### config.mk
export PLATFORM = sky130hd
export DESIGN_NAME = key_event_encoder
export DESIGN_NICKNAME = d
export VERILOG_FILES = /design/src/rtl/key_event_encoder.sv
export SDC_FILE = /design/constraint.sdc
export NUM_CORES = 1
export LEC_CHECK = 0
export CAP_MARGIN = 20
export CORE_MARGIN = 2
export CORE_UTILIZATION = 55
export CTS_BUF_LIST = sky130_fd_sc_hd__clkbuf_4 sky130_fd_sc_hd__clkbuf_8 sky130_fd_sc_hd__clkbuf_16
export DETAILED_ROUTE_END_ITERATION = 7
export PLACE_DENSITY = 0.76
export SYNTH_ARGS = -nofsm -noshare
export SYNTH_HDL_FRONTEND = slang
export SYNTH_SLANG_ARGS = --single-unit
### constraint.sdc
create_clock -name CLOCK50M -period 2.2 [get_ports CLOCK50M]
set_input_delay 0.66 -clock CLOCK50M [delete_from_list [all_inputs] [get_ports CLOCK50M]]
set_output_delay 0.66 -clock CLOCK50M [all_outputs]
set_load 0.01 [all_outputs]
### src/rtl/key_event_encoder.sv
// key_event_encoder: synchronises and debounces 8 push-buttons and turns each
// debounced press into a single one-hot bus write, one at a time, with a fixed
// idle gap between writes.
// Optional macro KEY_RELEASE_EN: also report debounced releases (address 2'b01),
// served only when no press is waiting.

module key_debounce #(
  parameter int DEBOUNCE_CNT = 10
) (
  input  logic clk,
  input  logic reset,
  input  logic tick,
  input  logic level,
  output logic stable,
  output logic rise,
  output logic fall
);
  logic [7:0] cnt;
  logic       flip;

  // this tick completes the run of disagreeing samples
  assign flip = tick && (level != stable) && (cnt == 8'(DEBOUNCE_CNT - 1));
  assign rise = flip && !stable;
  assign fall = flip && stable;

  // count consecutive disagreeing samples; any agreeing sample restarts the run
  always_ff @(posedge clk) begin
    if (reset) begin
      cnt    <= '0;
      stable <= 1'b0;
    end else if (tick) begin
      if (level == stable || flip) cnt <= '0;
      else                         cnt <= cnt + 8'd1;
      if (flip) stable <= ~stable;
    end
  end
endmodule

module key_event_encoder #(
  parameter int SAMPLE_DIV   = 50000,
  parameter int DEBOUNCE_CNT = 10,
  parameter int GAP_CYCLES   = 4,
  parameter int ACTIVE_LOW   = 1
) (
  input  logic       CLOCK50M,
  input  logic       reset,
  input  logic [7:0] raw_keys,
  output logic       write,
  output logic [1:0] address,
  output logic [7:0] user_input,
  output logic [7:0] pending
);
  localparam int DW = $clog2(SAMPLE_DIV);
  localparam int GW = $clog2(GAP_CYCLES + 1);

  typedef enum logic [1:0] {IDLE, EMIT, GAP} state_t;

  logic [7:0]    norm, sync1, sync2, stable, rise, fall;
  logic [DW-1:0] div;
  logic          tick;
  state_t        state, state_nx;
  logic [GW-1:0] gap_cnt, gap_nx;
  logic [7:0]    code_q, code_nx, src, sel, clr_press;

  // pressed = 1 from here on, whatever the button wiring
  assign norm = (ACTIVE_LOW != 0) ? ~raw_keys : raw_keys;

  // two-flop synchroniser; reset holds the released level
  always_ff @(posedge CLOCK50M) begin
    if (reset) begin
      sync1 <= '0;
      sync2 <= '0;
    end else begin
      sync1 <= norm;
      sync2 <= sync1;
    end
  end

  assign tick = (div == DW'(SAMPLE_DIV - 1));

  // sample divider, one-cycle tick at terminal count
  always_ff @(posedge CLOCK50M) begin
    if (reset || tick) div <= '0;
    else               div <= div + DW'(1);
  end

  genvar gi;
  generate
    for (gi = 0; gi < 8; gi++) begin : g_key
      key_debounce #(.DEBOUNCE_CNT(DEBOUNCE_CNT)) u_db (
        .clk    (CLOCK50M),
        .reset  (reset),
        .tick   (tick),
        .level  (sync2[gi]),
        .stable (stable[gi]),
        .rise   (rise[gi]),
        .fall   (fall[gi])
      );
    end
  endgenerate

  // pending presses; a new press in the cycle its bit is served keeps it set
  always_ff @(posedge CLOCK50M) begin
    if (reset) pending <= '0;
    else       pending <= (pending & ~clr_press) | rise;
  end

`ifdef KEY_RELEASE_EN
  logic [7:0] release_pending, clr_rel;
  logic [1:0] addr_q, addr_nx;

  // pending releases, same merge and set-wins rules as presses
  always_ff @(posedge CLOCK50M) begin
    if (reset) release_pending <= '0;
    else       release_pending <= (release_pending & ~clr_rel) | fall;
  end

  assign src = (pending != 8'h00) ? pending : release_pending;
`else
  assign src = pending;
`endif

  // isolate lowest set bit: fixed priority, key 0 first
  assign sel = src & 8'(~src + 8'd1);

  // emitter next-state; the IDLE decision cycle is itself the last gap cycle,
  // so the counter covers GAP_CYCLES-1 cycles
  always_comb begin
    state_nx  = state;
    gap_nx    = gap_cnt;
    code_nx   = code_q;
    clr_press = '0;
`ifdef KEY_RELEASE_EN
    clr_rel   = '0;
    addr_nx   = addr_q;
`endif
    case (state)
      IDLE: if (src != 8'h00) begin
        state_nx = EMIT;
        code_nx  = sel;
`ifdef KEY_RELEASE_EN
        if (pending != 8'h00) begin
          clr_press = sel;
          addr_nx   = 2'b00;
        end else begin
          clr_rel = sel;
          addr_nx = 2'b01;
        end
`else
        clr_press = sel;
`endif
      end
      EMIT: begin
        if (GAP_CYCLES > 1) begin
          state_nx = GAP;
          gap_nx   = GW'(GAP_CYCLES - 1);
        end else begin
          state_nx = IDLE;
        end
      end
      GAP: begin
        gap_nx = gap_cnt - GW'(1);
        if (gap_cnt <= GW'(1)) state_nx = IDLE;
      end
      default: state_nx = IDLE;
    endcase
  end

  // emitter state register
  always_ff @(posedge CLOCK50M) begin
    if (reset) begin
      state   <= IDLE;
      gap_cnt <= '0;
      code_q  <= '0;
`ifdef KEY_RELEASE_EN
      addr_q  <= 2'b00;
`endif
    end else begin
      state   <= state_nx;
      gap_cnt <= gap_nx;
      code_q  <= code_nx;
`ifdef KEY_RELEASE_EN
      addr_q  <= addr_nx;
`endif
    end
  end

  assign write      = (state == EMIT);
  assign user_input = write ? code_q : 8'h00;
`ifdef KEY_RELEASE_EN
  assign address    = write ? addr_q : 2'b00;
`else
  assign address    = 2'b00;
`endif
endmodule

# Word level (Yosys, flattened, before mapping)
# Index checks and enable logic that the tools add are counted.
# classes
add_sub_neg	11
magnitude_cmp	1
eq_ne	29
n_mux	15
n_bitwise	14
reduce_logical	54
# op_table
cell	count
$mux 8	11
$add 8x1->8 const B	9
$eq 8x4->1 const B	8
$logic_and 1x1->1	24
$not 8->8	3
$reduce_and 2->1	10
$add 16x1->16 const B	1
$and 8x8->8	2
$eq 16x16->1 const B	1
$logic_or 1x1->1	9
$eq 1x1->1	8
$logic_not 1->1	8
$ne 1x1->1	8
$not 1->1	8
$or 8x8->8	1
$reduce_bool 8->1	1
$pmux 2 s3	1
$pmux 3 s2	1
$mux 2	2
$ne 2x2->1 const B	2
$le 3x1->1 const B	1
$sub 3x1->3 const B	1
$eq 2x1->1 const B	1
$eq 2x2->1 const B	1
2 further kinds	2
# word_totals
ff_bits	125
in_bits	10
output_inout_bits	19
word_cells	147

# Longest topological paths before layout
# depth
word_depth	8
mapped_depth	8

# Cells and area by module
# A second synthesis with hierarchy kept.
# unflattened
hier_cells	671
area_unflattened_um2	6339.8
# modules_own_cells
module	n_inst	cells_per_inst	area_per_inst_um2	seq_area_each_um2
key_debounce	8	54	525.5	180.2
key_event_encoder	1	239	2135.8	1061.0

# Worst setup path before layout
# No wires, ideal clock.
# synth_timing
kind	register -> register
from	reg div[7]
to	reg g_key[1].u_db.cnt[7]
setup_time_ns	0.132
t_arrival_ns	2.020
path_slack_ns	0.047
path_stages_with_launch	8
synth_period_minus_slack_ns	2.153
cell_sequence	dfxtp_1 -> or4_4 -> or4_4 -> buf_6 -> buf_6 -> buf_6 -> a211oi_1 -> o32ai_1
# synth_between
elab_chain_cells	5
# synth_rtl
item	line	source
start, declared	59	logic [DW-1:0] div;
start signal, assigned	84	else div <= div + DW'(1);
$eq 16x16->1 *	79	assign tick = (div == DW'(SAMPLE_DIV - 1));
$logic_and 1x1->1 (2 in series)	22	assign flip = tick && (level != stable) && (cnt == 8'(DEBOUNCE_CNT - 1));
$logic_or 1x1->1	32	if (level == stable || flip) cnt <= '0;
$mux 8	32	
end signal, assigned	33	else cnt <= cnt + 8'd1;
end, declared	18	logic [7:0] cnt;
# Mark *: on every way between the ends. The rest lies on a longest branch, timed or not.
# A chain may end at the register's enable or synchronous reset.

# Worst setup path after layout
# layout_timing
from	reg div[7]
to	reg g_key[1].u_db.cnt[3]
# Same word-level chain as after synthesis.

==> impl_metrics.env <==
export IMPL_setup_ws_ns=-0.0115
export IMPL_ir_drop_mv=0.532
export IMPL_critPathLaunchType="flop"
export IMPL_hpwl_mm=10.5
export IMPL_layout_commonest_cell="dfxtp_1"
export IMPL_slew_violations=0
export IMPL_nNetsFinal=822
export IMPL_ant_nets=0
export IMPL_cp_data_arrival_time_ns=2.52
export IMPL_layout_common_cells="121 x dfxtp_1, 59 x nand3_1, 57 x nand2_1, 51 x a21oi_1, 37 x o32ai_1"
export IMPL_fin_crit_ns=2.21
export IMPL_m1WireLength_mm=7.47
export IMPL_utilization=0.677
export IMPL_clock_fmax_mhz=452
export IMPL_ios=29
export IMPL_synthArstFlopShare=0
export IMPL_grt_pass1_wl_mm=28.3
export IMPL_hold_slack_ns=0.450
export IMPL_avgSynthCellArea_um2=8.48
export IMPL_drt_initial_drc_count=465
export IMPL_cap_violations=0
export IMPL_synth_seq_cells=125
export IMPL_synth_ff_type="dfxtp_1"
export IMPL_ctsLongestPathBuffers=2
export IMPL_p_leak_nw=2.53
export IMPL_rsz0062_at_grt="true"
export IMPL_cts_root_buf="clkbuf_16"
export IMPL_syn_inst=773
export IMPL_period_share=1.01
export IMPL_clkTransAtPathRegs_ns=0.06
export IMPL_routabilityCongestion=0.876
export IMPL_hp_class="flop to flop"
export IMPL_hold_depth=1
export IMPL_grt_pass1_vias=6041
export IMPL_yosysUniqueCellTypes=53
export IMPL_antenna_found_initial=0
export IMPL_fin_skew_ns=0.00521
export IMPL_gr_total_overflow=0
export IMPL_status="complete, but fails checks"
export IMPL_drt_total_wl_mm=16.8
export IMPL_synth_edff_count=0
export IMPL_post_route_cell_area_um2=7790
export IMPL_wire_per_inst_um=17.8
export IMPL_initial_core_util=0.569
export IMPL_drcViolationCount=1
export IMPL_cts_sinks=125
export IMPL_yosysTopAreaCellShare=0.382
export IMPL_slew_headroom=0.442
export IMPL_routed_top_layer="met4"
export IMPL_via_per_inst=6.63
export IMPL_worst_path_max_fanout=26
export IMPL_synth_area_top_cells="dfxtp_1 38%, o32ai_1 4.9%, nand3_1 4.5%"
export IMPL_yosysTopAreaCell="dfxtp_1"
export IMPL_fp_dieH_um=113
export IMPL_dr_wl_met3_um=859
export IMPL_setup_viol_count_final=4
export IMPL_core_area_um2=11500
export IMPL_ys_seq_area_frac=0.382
export IMPL_crit_type="flop to flop"
export IMPL_cts_tree="done"
export IMPL_grt_max_degree=47
export IMPL_dp_worst_setup_slack_ns=0.00379
export IMPL_cts_hold_buffers=0
export IMPL_drive_gt1_frac=0.110
export IMPL_cts_buffers=17
export IMPL_die_width_um=113
export IMPL_finalHoldViolCount=0
export IMPL_required_ns=2.51
export IMPL_clk_latency_ns=0.42
export IMPL_io_buffers=26
export IMPL_cts_max_level=4
export IMPL_ys_warn_count=0
export IMPL_power_density_nw_per_um2=711
export IMPL_syn_area_um2=6560
export IMPL_antenna_cells=0
export IMPL_grt_total_usage=0.268
export IMPL_via_count=6273
export IMPL_wl_met2_mm=8.21
export IMPL_rr_worst_depth=5
export IMPL_tightest_slew_ns=0.838
export IMPL_dpl_cell_area_um2=6980
export IMPL_total_power_mw=5.54
export IMPL_drt_first_pass_iters=7
export IMPL_layout_area_overhead_vs_synth_pct=18.9
export IMPL_endpoint_kind="flop"
export IMPL_placementRows=39
export IMPL_die_area_um2=12800
export IMPL_violations="DRC, setup timing"
==> cells by family after synthesis <==
logic type,share of synthesized area
and+or+nand+nor,0.278
xor gates and xnor gates,0.0241
DFF,0.382
adders and majority gates,0.0420
AOI/OAI and AO/OA,0.212
other,0.000572
buffers and inverters,0.0624
==> worst max-delay path: stages, from the launching register on <==
cell and delay (ns):
dfxtp_1 0.33, or4_4 0.56, or4_4 0.56, bufbuf_16 0.34
a211oi_1 0.19, o32ai_1 0.10
==> metal layers <==
metal  GRT usage  vias up
met5           0        -
met2       0.436      207
met4       0.125        0
li1            -     2986
met1       0.339     3049
met3      0.0632       31
==> final timing paths <==
kind              startpoint                    to  slack [ns]
setup / recovery      div[7]  g_key[1].u_db.cnt[3]       -0.01
hold / removal      sync1[7]              sync2[7]        0.45
setup reg to reg      div[7]  g_key[1].u_db.cnt[3]       -0.01
hold reg to reg     sync1[7]              sync2[7]        0.45
==> state kept, by name, indices dropped and copies added (netlist names) <==
signal,flops
state,2
sync2,8
div,16
pending,8
g_key.u_db.stable,8
sync1,8
code_q,8
g_key.u_db.cnt,64
gap_cnt,3
==> power breakdown <==
part	total, mW	internal, mW	switching (mW)
clock network	3.10	2.09	1.01
logic	0.150	0.0500	0.0998
registers	2.30	2.28	0.0120
total	5.54	4.42	1.12
==> area by class of cell <==
class	count	area, um2
Clock buffer	21	468
Clock inverter	11	189
Fill cell	891	3720
Inverter	37	139
Multi-Input combinational cell	557	3760
Sequential cell	125	2510
Tap cell	143	179
Timing Repair Buffer	52	552
==> through the flow <==
stage	instances	TNS (ns)
after detailed placement	911	0
after global placement	911	0
after CTS	946	0
after floorplan	774	0
final	946	-0.0249
after global routing	946	-0.818
==> cells in the mapped netlist (all sizes together) (2+ instances only) <==
master / n
o311a: 7
or3: 6
ha: 22
and2: 18
nand3b: 3
a211oi: 38
o32ai: 37
nor2b: 14
buf: 18
clkbuf: 37
a21oi: 51
nor3b: 9
and4: 4
nor4: 5
and3: 17
nor3: 5
nand2b: 4
o311ai: 11
inv: 36
xnor2: 9
o41ai: 2
nor2: 28
nand4b: 19
xor2: 9
o21ai: 38
nor4b: 7
nand2: 58
or4: 33
a311oi: 2
nand4: 23
nand3: 59
o31ai: 9
dfxtp: 125
==> repair_timing <==
action | in CTS | in global routing
resized for setup | 23 | 22
endpoints found under the setup margin | 12 | 53
pin swaps | 1 | 0
buffers inserted | 2 | 0
cloned | 1 | 1
Note: power is estimated with default switching activity, not from simulation.
